`config.mk`:
```
export PLATFORM = sky130hd
export DESIGN_NAME = uart_tx_frame
export DESIGN_NICKNAME = d
export VERILOG_FILES = /design/src/rtl/uart_pkg.sv /design/src/rtl/uart_bit_timer.sv /design/src/rtl/uart_tx_frame.sv
export SDC_FILE = /design/constraint.sdc
export NUM_CORES = 1
export LEC_CHECK = 0
export BUFFER_PORTS_ARGS = -buffer_cell sky130_fd_sc_hd__buf_2
export CAP_MARGIN = 40
export CORE_ASPECT_RATIO = 1.2
export CORE_MARGIN = 3
export CORE_UTILIZATION = 40
export DETAILED_ROUTE_END_ITERATION = 12
export PLACE_DENSITY_LB_ADDON = 0.25
export SETUP_SLACK_MARGIN = 0.3
export SLEW_MARGIN = 25
export SYNTH_ARGS = -nofsm -noshare
export SYNTH_HDL_FRONTEND = slang
export SYNTH_SLANG_ARGS = --single-unit
```
`constraint.sdc`:
```
create_clock -name clk -period 1.8 [get_ports clk]
set_input_delay 0.18 -clock clk [delete_from_list [all_inputs] [get_ports clk]]
set_output_delay 0.18 -clock clk [all_outputs]
set_load 0.005 [all_outputs]
```
`src/rtl/uart_pkg.sv`:
```
// uart_pkg: shared definitions for the UART transmitter and receiver.
//   PAR_*          cfg_parity encodings (2'b11 behaves as PAR_NONE)
//   *_MIN / *_MAX  legal ranges for DATA_W and OVERSAMPLE
//   tx_state_t     transmitter frame states
//   parity_enabled true when a parity bit follows the data bits
package uart_pkg;

   localparam logic [1:0] PAR_NONE = 2'b00;
   localparam logic [1:0] PAR_EVEN = 2'b01;
   localparam logic [1:0] PAR_ODD  = 2'b10;

   localparam int DATA_W_MIN     = 5;
   localparam int DATA_W_MAX     = 9;
   localparam int OVERSAMPLE_MIN = 2;
   localparam int OVERSAMPLE_MAX = 64;

   typedef enum logic [2:0] {
      IDLE,
      START,
      DATA,
      PARITY,
      STOP
   } tx_state_t;

   function automatic logic parity_enabled(input logic [1:0] mode);
      return (mode == PAR_EVEN) || (mode == PAR_ODD);
   endfunction

endpackage

```
`src/rtl/uart_bit_timer.sv`:
```
// uart_bit_timer: counts baud ticks and flags the last tick of each bit
// period. Shared by the transmitter and the receiver.
//   clk, rst_n_a  clock and asynchronous active-low reset
//   tick          one-clk-wide baud x OVERSAMPLE enable
//   run           count ticks only while high; counter held at 0 otherwise
//   restart       clears the counter; the tick in this cycle is discarded
//   bit_end       high in the cycle whose tick completes a bit period
module uart_bit_timer #(
   parameter int OVERSAMPLE = 16
) (
   input  logic clk,
   input  logic rst_n_a,
   input  logic tick,
   input  logic run,
   input  logic restart,
   output logic bit_end
);

   localparam int CNT_W = (OVERSAMPLE > 1) ? $clog2(OVERSAMPLE) : 1;

   logic [CNT_W-1:0] cnt;
   logic             at_last;

   assign at_last = (cnt == CNT_W'(OVERSAMPLE - 1));
   assign bit_end = run & tick & at_last;

   // NOTE: state registers use non-blocking assignments so every flop samples
   // pre-edge values regardless of block ordering.
   always_ff @(posedge clk or negedge rst_n_a) begin
      if (!rst_n_a) begin
         cnt <= '0;
      end else if (restart || !run) begin
         cnt <= '0;
      end else if (tick) begin
         cnt <= at_last ? '0 : cnt + CNT_W'(1);
      end
   end

endmodule

```
`src/rtl/uart_tx_frame.sv`:
```
// uart_tx_frame: parametrised UART transmitter with valid/ready input.
// Sends start bit, DATA_W data bits LSB first, optional parity bit and one
// or two stop bits; each bit lasts OVERSAMPLE tick pulses.
//   clk, rst_n_a   clock and asynchronous active-low reset
//   tick           baud x OVERSAMPLE clock enable
//   tx_valid       word available on tx_data
//   tx_ready       word accepted when tx_valid & tx_ready at a clk edge
//   tx_data        word to send, LSB first
//   cfg_parity     00 none, 01 even, 10 odd, 11 none (latched per frame)
//   cfg_stop2      1 = two stop bits (latched per frame)
//   tx_break       hold the line low while idle
//   tx_busy        frame in progress
//   tx_done        one-clk pulse when the last stop bit ends
//   tx_out         serial line, idle high
module uart_tx_frame
   import uart_pkg::*;
#(
   parameter int DATA_W     = 8,
   parameter int OVERSAMPLE = 16
) (
   input  logic              clk,
   input  logic              rst_n_a,
   input  logic              tick,
   input  logic              tx_valid,
   output logic              tx_ready,
   input  logic [DATA_W-1:0] tx_data,
   input  logic [1:0]        cfg_parity,
   input  logic              cfg_stop2,
   input  logic              tx_break,
   output logic              tx_busy,
   output logic              tx_done,
   output logic              tx_out
);

   if (DATA_W < DATA_W_MIN || DATA_W > DATA_W_MAX) begin : g_bad_data_w
      $error("uart_tx_frame: DATA_W must be within 5..9");
   end
   if (OVERSAMPLE < OVERSAMPLE_MIN || OVERSAMPLE > OVERSAMPLE_MAX) begin : g_bad_ovs
      $error("uart_tx_frame: OVERSAMPLE must be within 2..64");
   end

   localparam int IDX_W = $clog2(DATA_W);

   tx_state_t         state;
   logic [DATA_W-1:0] shift;     // shadow copy of the word, shifted right per bit
   logic              par_en;    // shadow: frame carries a parity bit
   logic              par_bit;   // shadow: precomputed parity bit value
   logic              stop2;     // shadow: two stop bits
   logic              stop_idx;  // which stop period is running
   logic [IDX_W-1:0]  bit_idx;
   logic              handshake;
   logic              bit_end;

   // Ready follows tx_break directly so a break raised together with
   // tx_valid can never let a word slip through; state itself is registered.
   assign tx_ready  = (state == IDLE) & ~tx_break;
   assign handshake = tx_valid & tx_ready;

   uart_bit_timer #(
      .OVERSAMPLE(OVERSAMPLE)
   ) u_bit_timer (
      .clk    (clk),
      .rst_n_a(rst_n_a),
      .tick   (tick),
      .run    (tx_busy),
      .restart(handshake),
      .bit_end(bit_end)
   );

   always_ff @(posedge clk or negedge rst_n_a) begin
      // NOTE: the shadow datapath is reset along with the control state so a
      // frame abandoned by reset leaves no stale word or settings behind.
      if (!rst_n_a) begin
         state    <= IDLE;
         shift    <= '0;
         par_en   <= 1'b0;
         par_bit  <= 1'b0;
         stop2    <= 1'b0;
         stop_idx <= 1'b0;
         bit_idx  <= '0;
         tx_out   <= 1'b1;
         tx_busy  <= 1'b0;
         tx_done  <= 1'b0;
      end else begin
         tx_done <= 1'b0;
         case (state)
            IDLE: begin
               tx_out <= ~tx_break;
               if (handshake) begin
                  shift    <= tx_data;
                  par_en   <= parity_enabled(cfg_parity);
                  par_bit  <= (^tx_data) ^ (cfg_parity == PAR_ODD);
                  stop2    <= cfg_stop2;
                  stop_idx <= 1'b0;
                  bit_idx  <= '0;
                  tx_busy  <= 1'b1;
                  tx_out   <= 1'b0;
                  state    <= START;
               end
            end
            START: begin
               if (bit_end) begin
                  tx_out <= shift[0];
                  state  <= DATA;
               end
            end
            DATA: begin
               if (bit_end) begin
                  if (bit_idx == IDX_W'(DATA_W - 1)) begin
                     if (par_en) begin
                        tx_out <= par_bit;
                        state  <= PARITY;
                     end else begin
                        tx_out <= 1'b1;
                        state  <= STOP;
                     end
                  end else begin
                     // shift[1] is the bit that becomes shift[0] after this edge
                     tx_out  <= shift[1];
                     shift   <= shift >> 1;
                     bit_idx <= bit_idx + IDX_W'(1);
                  end
               end
            end
            PARITY: begin
               if (bit_end) begin
                  tx_out <= 1'b1;
                  state  <= STOP;
               end
            end
            STOP: begin
               if (bit_end) begin
                  if (stop2 && !stop_idx) begin
                     stop_idx <= 1'b1;
                  end else begin
                     tx_out  <= ~tx_break;
                     tx_busy <= 1'b0;
                     tx_done <= 1'b1;
                     state   <= IDLE;
                  end
               end
            end
            default: begin
               tx_out  <= 1'b1;
               tx_busy <= 1'b0;
               state   <= IDLE;
            end
         endcase
      end
   end

endmodule

```
## Word level (Yosys, flattened, before mapping)

Index checks and enable logic that the tools add are counted.

| operators by class | value |
|---|---|
| shift operators | 0 |
| bitwise operators | 7 |
| multipliers | 0 |
| equality and inequality tests | 17 |
| reduce and logical (&&, ||, !) cells | 17 |
| magnitude comparators | 0 |
| $add $sub $neg | 2 |
| divide/modulo/power cells | 0 |
| mux-type cells | 40 |

Operators with widths:

| cell | number |
|---|---|
| two-way mux 3 bit | 11 |
| two-way mux 8 bit | 3 |
| two-way mux 1 bit | 17 |
| inequality test 2 bit (second input constant) | 8 |
| one-hot mux 8 bit (2 select lines) | 1 |
| one-hot mux 3 bit (5 select lines) | 1 |
| two-way mux 4 bit | 3 |
| AND reduction 4 bit | 3 |
| parity 8 bit | 1 |
| AND reduction 7 bit | 1 |
| == test 3 x 2 -> 1 bit (second input constant) | 2 |
| == test 3 bit (second input constant) | 2 |
| one-hot mux 3 bit (2 select lines) | 1 |
| nonzero test 2 bit | 3 |
| one-hot mux 1 bit (5 select lines) | 1 |
| AND reduction 5 bit | 1 |
| adder 4 x 1 -> 4 bit (second input constant) | 1 |
| AND 1 bit | 4 |
| == test 4 bit (second input constant) | 1 |
| adder 3 x 1 -> 3 bit (second input constant) | 1 |
| == test 3 x 1 -> 1 bit (second input constant) | 1 |
| zero test 3 bit | 1 |
| one-hot mux 1 bit (3 select lines) | 1 |
| OR reduction 3 bit | 1 |
| 10 further kinds | 13 |

| storage, ports and cells | value |
|---|---|
| memories kept | 0 |
| memory bits (writable) | 0 |
| output and inout port bits | 4 |
| flip-flop bits (word level) | 25 |
| word-level logic and storage cells | 94 |
| bits in latches | 0 |
| bits of input ports | 16 |
| ROM bits | 0 |

## Longest topological paths before layout

Gate-level depths: netlist (run 1).

| logic depth | value |
|---|---|
| depth after elaboration | 5 |
| depth in mapped cells | 7 |
| mapped depth without buffers | 6 |

## Cells and area by module

A second synthesis (run 1) with hierarchy kept.

| second synthesis, totals | value |
|---|---|
| cells, all modules | 128 |
| area total of the unflattened synthesis | 1363.8 um2 |

Modules (own cells, without submodules):

| module | seq. area each (um2) | cells each | instances | area an instance (um2) |
|---|---|---|---|---|
| uart_tx_frame | 526.8 | 106 | 1 | 1142.3 |
| uart_bit_timer | 100.1 | 22 | 1 | 221.5 |

## Worst setup path after synthesis (run 1)

No wires, ideal clock.

| timing path | value |
|---|---|
| path kind | register to register |
| start | register bit_idx[0] |
| end | register bit_idx[0] |
| arrival time | 1704 ps |
| library setup time | 125 ps |
| clock period less this slack | 1829 ps |
| setup slack | -29 ps |
| path buffers | 1 |
| required time | 1675 ps |
| stages on the path, launching flop included | 8 |
| cells stage by stage | dfrtp_1 ha_1 ha_1 nor2b_1 a31oi_4 nor3_4 buf_6 mux2_4 |

| between the ends | value |
|---|---|
| word-level cells in the longest chain between the ends | 4 |
| elaborated cells on any way between the ends | 7 |
| classes of those cells | add/sub: 1; eq/ne: 2; mux: 3; reduce/logical: 1 |

RTL lines:

| item | line | RTL |
|---|---|---|
| start, declared | uart_tx_frame.sv:50 | `logic [IDX_W-1:0] bit_idx;` |
| start signal, assigned | uart_tx_frame.sv:121 | `bit_idx <= bit_idx + IDX_W'(1);` |
| adder 3 x 1 -> 3 bit | uart_tx_frame.sv:121 |  |
| two-way mux 3 bit | uart_tx_frame.sv:109 | `if (bit_idx == IDX_W'(DATA_W - 1)) begin` |
| two-way mux 3 bit | uart_tx_frame.sv:108 | `if (bit_end) begin` |
| one-hot mux 3 bit (2 select lines) | uart_tx_frame.sv:86 | `case (state)` |

Parallel ways exist; a longest one is shown, timed or not. The select of a mux whose other input is x is not followed.
A chain may end at the register's enable or synchronous reset.

## Final worst setup path (run 1)

| timing path | value |
|---|---|
| start | register bit_idx[0] |
| end | register shift[0] |

| between the ends | value |
|---|---|
| word-level cells in the longest chain between the ends | 3 |

RTL lines:

| item | line | RTL |
|---|---|---|
| == test 3 bit | uart_tx_frame.sv:109 |  |
| inequality test 2 bit (no source line) | -- |  |
| AND reduction 4 bit (no source line) | -- |  |
| end signal, assigned | uart_tx_frame.sv:90 | `shift <= tx_data;` |
| end signal, assigned | uart_tx_frame.sv:120 | `shift <= shift >> 1;` |
| end, declared | uart_tx_frame.sv:45 | `logic [DATA_W-1:0] shift;` |

No other way between the ends.

==> results of run 1 <==
-- placed cells by master, fill, tap and decap left out, drive strengths merged, types with 2 or more instances in the layout --
cell	n
ha	4
nor2	11
o21a	2
mux2i	2
clkbuf	4
o21ai	5
a31oi	2
inv	5
xor2	3
a21oi	5
nand3	4
nand4	2
and3	2
nand2	11
dfrtp	24
nor3	3
buf	44
mux2	18
nor2b	3
xnor2	4
-- worst max-delay path by stage --
stage / startpoint / endpoint / slack (ns)
after CTS: bit_idx[0]$_DFFE_PN0P_ / shift[0]$_DFFE_PN0P_ / 0.04
after global routing: bit_idx[1]$_DFFE_PN0P_ / shift[0]$_DFFE_PN0P_ / -0.04
after detailed placement: bit_idx[0]$_DFFE_PN0P_ / shift[0]$_DFFE_PN0P_ / 0.007
after floorplan: u_bit_timer.cnt[0]$_DFFE_PN0P_ / bit_idx[0]$_DFFE_PN0P_ / 0.08
final: bit_idx[0]$_DFFE_PN0P_ / shift[0]$_DFFE_PN0P_ / 0.03
after global placement: bit_idx[0]$_DFFE_PN0P_ / shift[2]$_DFFE_PN0P_ / 0.07
-- layer usage --
metal | wire length, microns | up-vias | GRT usage
li1 | - | 555 | -
met1 | 1440 | 551 | 0.222
met2 | 1640 | 16 | 0.261
met3 | 74 | 4 | 0.0214
met4 | 56 | 0 | 0.0578
met5 | 0 | - | 0
-- per-stage QoR --
stage	hold WS, ns	total power (uW)	setup slack [ns]	TNS (ns)
floorplan	-0.116	1590	0.0778	0
global placement	0.200	1820	0.0666	0
detailed placement	0.204	1870	0.00707	0
CTS	0.135	2300	0.0433	0
global route	0.152	2530	-0.0428	-0.356
finish	0.138	2360	0.0291	0
-- repair_timing --
action	4_1_cts	5_1_grt
buffers inserted	7	4
gates resized for setup	12	11
hold endpoints to repair	24	0
hold buffers	1	0
setup endpoints to repair	15	19
pin swaps	4	9
gates cloned	0	0
-- power breakdown --
group	internal, uW	switching [uW]
sequential	782	224
combinational	587	429
clock	158	178
-- area by class of cell --
cell class | count | area [sq um]
clock buffers | 4 | 45.0
fillers | 298 | 1510
inverters | 5 | 18.8
multi-input cells | 95 | 865
flip-flops and latches | 25 | 628
well taps | 37 | 46.3
repair buffers | 45 | 308
-- logic make-up after synthesis --
group,Yosys count,share of synthesized area
buffers and inverters,11,0.0451
and+or+nand+nor,41,0.154
DFF,25,0.427
AOI/OAI and AO/OA,22,0.108
muxes,20,0.175
xor gates and xnor gates,8,0.0571
adders and majority gates,4,0.0341
-- flip-flops by register name (all words and copies together), names as in the netlist --
| register | cells |
|---|---|
| shift | 8 |
| u_bit_timer.cnt | 4 |
| bit_idx | 3 |
| state | 3 |
| par_bit | 1 |
| par_en | 1 |
| stop2 | 1 |
| stop_idx | 1 |
| tx_busy | 1 |
| tx_done | 1 |
| tx_out | 1 |
==> flow_summary.toml, run 1 <==
[run_status]
outcome = "completed"

[layout]
fin_area_sq_mm = 0.00191
nets = 195
drive_gt1_frac = 0.489
instances_no_fill = 211
antenna_cells = 0
area_growth_pct = 30.1
fin_util = 0.558

[clock_network]
cts_buffer_depth = 2
cts_tree = "done"
cts_buffers = 3
clock_sinks = 25
clkTransAtPathRegs_ns = 0.09
htreeDepth = 1
cts_root_buf = "clkbuf_8"
insertion_delay_ns = 0.27

[setup_path]
crit_type = "reg2reg"
r2r_end = "shift[0]$_DFFE_PN0P_"
crit_slowest_cell = "dfrtp_1"
crit_family = "flip-flops"
start_kind = "flop"
rr_startpoint = "bit_idx[0]$_DFFE_PN0P_"
crit_path_end_kind = "flop"
cp_max_fo = 5
cp_cell_sequence = "ha_2 -> ha_4 -> nor2b_4 -> a31oi_4 -> nor3_4 -> buf_6 -> mux2_4"
r2r_slack_ns = 0.03
worst_ep_required_time_ns = 1.96
crit_buf_inv = 1
slowest_delay_ns = 0.39
worst-path-stages = 7
ff2ff_path_depth = 7
worstPathArrival_ns = 1.93

[timing]
finalSetupViolCount = 0
finalCritPeriodShare = 0.984
clock_skew_ns = 0.00510
fmax_mhz = 565
rsz0062_at_grt = "yes"
timing.final.max_slew_violations = 0
fin_crit_ns = 1.77
worst_slew_pin_slew_ns = 0.548
maxSlewHeadroom = 0.635
final-hold-violation-count = 0

[detailed_routing]
wl_per_cell_microns = 15.2
wl_microns = 3210
drc = 0
drt_iter0_drc = 36
vias = 1126
antenna_left = 0
first_pass_iters = 4
viasPerCell = 5.34

[yosys]
ys_warn_count = 0
avgSynthCellArea_sq_um = 11.2
synthFlopType = "dfrtp_1"
synth_common_cells = "24 x dfrtp_1, 11 x nor2_1, 10 x nand2_1, 9 x mux2_2, 9 x mux2_4"
async_flop_share = 1.00
syn-cell-area_sq_mm = 0.00147
synth_area_leaders = "dfrtp_1 41%, mux2_4 9.2%, mux2_2 6.9%"
ys_types = 40
syn_nets = 151
synthCells = 131
synth_top_cell_area_share = 0.409
ys_seq_area_frac = 0.427
synth.most_common_cell = "dfrtp_1"
ys_ff_latch = 25
yosysTopAreaCell = "dfrtp_1"
synth_edf_count = 0

[min_path]
min_to = "stop2$_DFFE_PN0P_"
min_path_cells = 2
hold_path.class = "in2reg"
min_from = "cfg_stop2"

[pwr]
ir_worst_vdd_mv = 0.694
p_leak_uw = 0.000884
power_density_mw_per_mm2 = 1230

[place]
gp_congestion = 0.740
dp_hpwl_microns = 2300
io_buffers = 19
dp_cells = 195
placed_area_sq_mm = 0.00169

[global_route]
grt.overflow.total = 0
grt_pass1_vias = 1127
grt_first_pass_wirelength_microns = 5420
grt_max_degree = 26
antenna_found_initial = 0
grt.total_usage = 0.163

[floorplanning]
ios = 20
die_x_microns = 61.3
die_h_microns = 72.4
coreArea_sq_mm = 0.00342
rows = 23
die_area_sq_mm = 0.00444
start_util = 0.429

[flow_run]
max_cap_viol_count = 0
(Power assumes the default switching activity.)
==> run 2, diff against run 1 <==
--- a/config.mk
+++ b/config.mk
@@ -6,7 +6,7 @@
 export NUM_CORES = 1
 export LEC_CHECK = 0
 export BUFFER_PORTS_ARGS = -buffer_cell sky130_fd_sc_hd__buf_2
-export CAP_MARGIN = 40
+export CAP_MARGIN = 10
 export CORE_ASPECT_RATIO = 1.2
 export CORE_MARGIN = 3
 export CORE_UTILIZATION = 40
==> constraint.sdc (replaced) <==
create_clock -name clk -period 1.8 [get_ports clk]
set_input_delay 0.36 -clock clk [delete_from_list [all_inputs] [get_ports clk]]
set_output_delay 0.36 -clock clk [all_outputs]
set_load 0.005 [all_outputs]
==> run 2 against run 1 <==
  * Cell area decreased by 0.72%
  * Die area is the same
  * Combinational power barely moved
  * Register-to-register slack barely moved
  * Clock skew down 0.0034 ns
  * Critical path type unchanged
  * Sequential share of layout area rose by 0.24 points
  * Critical path depth unchanged
  * Hold slack worse by 0.062 ns
  * Largest power group unchanged
  * Clock power is essentially flat
  * Total power shrank 1.3%
  * Core utilization down 0.40 points
  * Critical endpoint is now bit_idx[0]$_DFFE_PN0P_
==> flow_summary.toml, run 2 (same netlist as run 1, synthesis figures left out) <==
[run_status]
outcome = "completed"

[min_path]
hold_path.class = "in2async"

[pwr]
internal_power_uw = 1510
power_frac_seq = 0.421
ir_worst_vdd_mv = 0.680
power_density_mw_per_mm2 = 1230
pwr-share-clk = 0.145
sw_frac_of_total = 0.353
power_frac_comb = 0.434
p_sw_uw = 821
p_leak_uw = 0.000889

[layout]
largest_registers = "shift (8), u_bit_timer.cnt (4)"
nets = 196
final_cell_mix = "23 x dfrtp_1, 23 x buf_4, 19 x buf_2"
area_growth_pct = 29.1
regMostFlops = "shift"
antenna_cells = 0
instances_no_fill = 212
largest_reg_flops = 8
fill_cells = 295
drive_gt1_frac = 0.497

[setup_path]
worst_ep_required_time_ns = 1.96
crit_type = "reg2reg"
cp_max_fo = 5
start_kind = "flop"
worstPathArrival_ns = 1.93
ff2ff_path_depth = 7
rr_startpoint = "bit_idx[0]$_DFFE_PN0P_"
r2r_slack_ns = 0.03
r2r_end = "bit_idx[0]$_DFFE_PN0P_"
crit_path_end_kind = "flop"

[floorplanning]
die_h_microns = 72.4
coreArea_sq_mm = 0.00342
die_x_microns = 61.3
rows = 23
ios = 20
die_area_sq_mm = 0.00444
start_util = 0.429

[detailed_routing]
vias = 1170
drc = 0
viasPerCell = 5.52
wl_per_cell_microns = 15.3
first_pass_iters = 4
wl_microns = 3230
drt_iter0_drc = 44
antenna_left = 0

[clock_network]
htreeDepth = 1
insertion_delay_ns = 0.27
cts_buffer_depth = 2
clock_sinks = 25
clkTransAtPathRegs_ns = 0.09
cts_tree = "done"
cts_root_buf = "clkbuf_8"
cts_buffers = 3

[timing]
whs_ns = 0.0758
maxSlewHeadroom = 0.618
clock_skew_ns = 0.00166
fin_crit_ns = 1.77
finalCritPeriodShare = 0.985
worst_slew_pin_slew_ns = 0.573
timing.final.max_slew_violations = 0
finalSetupViolCount = 0
final-hold-violation-count = 0
timing.setup.tns_ns = 0
rsz0062_at_grt = "yes"
fmax_mhz = 564

[global_route]
grt_first_pass_wirelength_microns = 5340
grt_pass1_vias = 1154
grt.total_usage = 0.162
grt.overflow.total = 0
antenna_found_initial = 0
grt_max_degree = 26

[place]
dp_cells = 195
gp_congestion = 0.734
io_buffers = 19
dp_hpwl_microns = 2300

[flow_run]
max_cap_viol_count = 0
## run 2: changes by cell type in the layout (fill, tap and decap cells not counted), sizes merged
cell         before  now
buf              44   46
clkbuf            4    3
clkinv            0    1
dlygate4sd3       1    0
## run 2: worst max path at each step
stage                                         startpoint                      to  slack (ns)  depth (start not counted)
after floorplan           u_bit_timer.cnt[0]$_DFFE_PN0P_  bit_idx[0]$_DFFE_PN0P_        0.08                          7
after global placement            bit_idx[0]$_DFFE_PN0P_    shift[2]$_DFFE_PN0P_        0.07                          7
after detailed placement          bit_idx[0]$_DFFE_PN0P_    shift[5]$_DFFE_PN0P_        0.02                          7
after CTS                         bit_idx[0]$_DFFE_PN0P_  bit_idx[0]$_DFFE_PN0P_        0.04                          7
after global routing              bit_idx[0]$_DFFE_PN0P_    shift[2]$_DFFE_PN0P_       -0.04                          7
final                             bit_idx[0]$_DFFE_PN0P_  bit_idx[0]$_DFFE_PN0P_        0.03                          7
## run 2: critical path, cell delays in order, from the launching register on
cell,delay (ns)
dfrtp_1,0.40
ha_2,0.20
ha_4,0.17
nor2b_4,0.13
a31oi_4,0.10
nor3_4,0.20
buf_6,0.17
mux2_4,0.30
## run 2: metal layers
layer  track usage  vias to the layer above  part of all wire
li1              -                      563                 -
met1         0.213                      577              0.45
met2         0.268                       25              0.51
met3        0.0231                        5             0.031
met4        0.0506                        0             0.014
met5             0                        -                 0
## run 2: what timing repair did
item                                    CTS  global route
resized for setup                        10             9
hold buffers                              0             0
buffers inserted                          8             5
pin swaps                                 5             6
endpoints found under the hold margin     0             0
endpoints found under the setup margin   16            19
## run 2: cell type report
class                   instances  area [sq um]  area share
repair buffers                 46           313       0.165
flip-flops and latches         25           628       0.331
well taps                      37          46.3      0.0244
clock inverters                 1          5.00     0.00264
clock buffers                   3          41.3      0.0218
multi-input cells              95           845       0.445
inverters                       5          18.8     0.00989
## run 2: per-stage QoR
| step | area (sq um) | util | power (uW) | setup slack [ns] |
|---|---|---|---|---|
| after floorplan | 1490 | - | 1590 | 0.0778 |
| after global placement | 1690 | 0.493 | 1830 | 0.0679 |
| after detailed placement | 1690 | 0.493 | 1870 | 0.0151 |
| after CTS | 1820 | 0.533 | 2290 | 0.0448 |
| after global routing | 1900 | 0.554 | 2500 | -0.0415 |
| final | 1900 | 0.554 | 2330 | 0.0276 |
## run 2: power by group through the flow
| stage | sequential [uW] | clock (uW) | combinational (uW) |
|---|---|---|---|
| 2_1_floorplan | 910 | 0 | 677 |
| 3_3_place_gp | 965 | 0 | 861 |
| 3_5_place_dp | 975 | 0 | 894 |
| 4_1_cts | 966 | 349 | 976 |
| 5_1_grt | 1010 | 382 | 1110 |
| 6_report | 981 | 338 | 1010 |
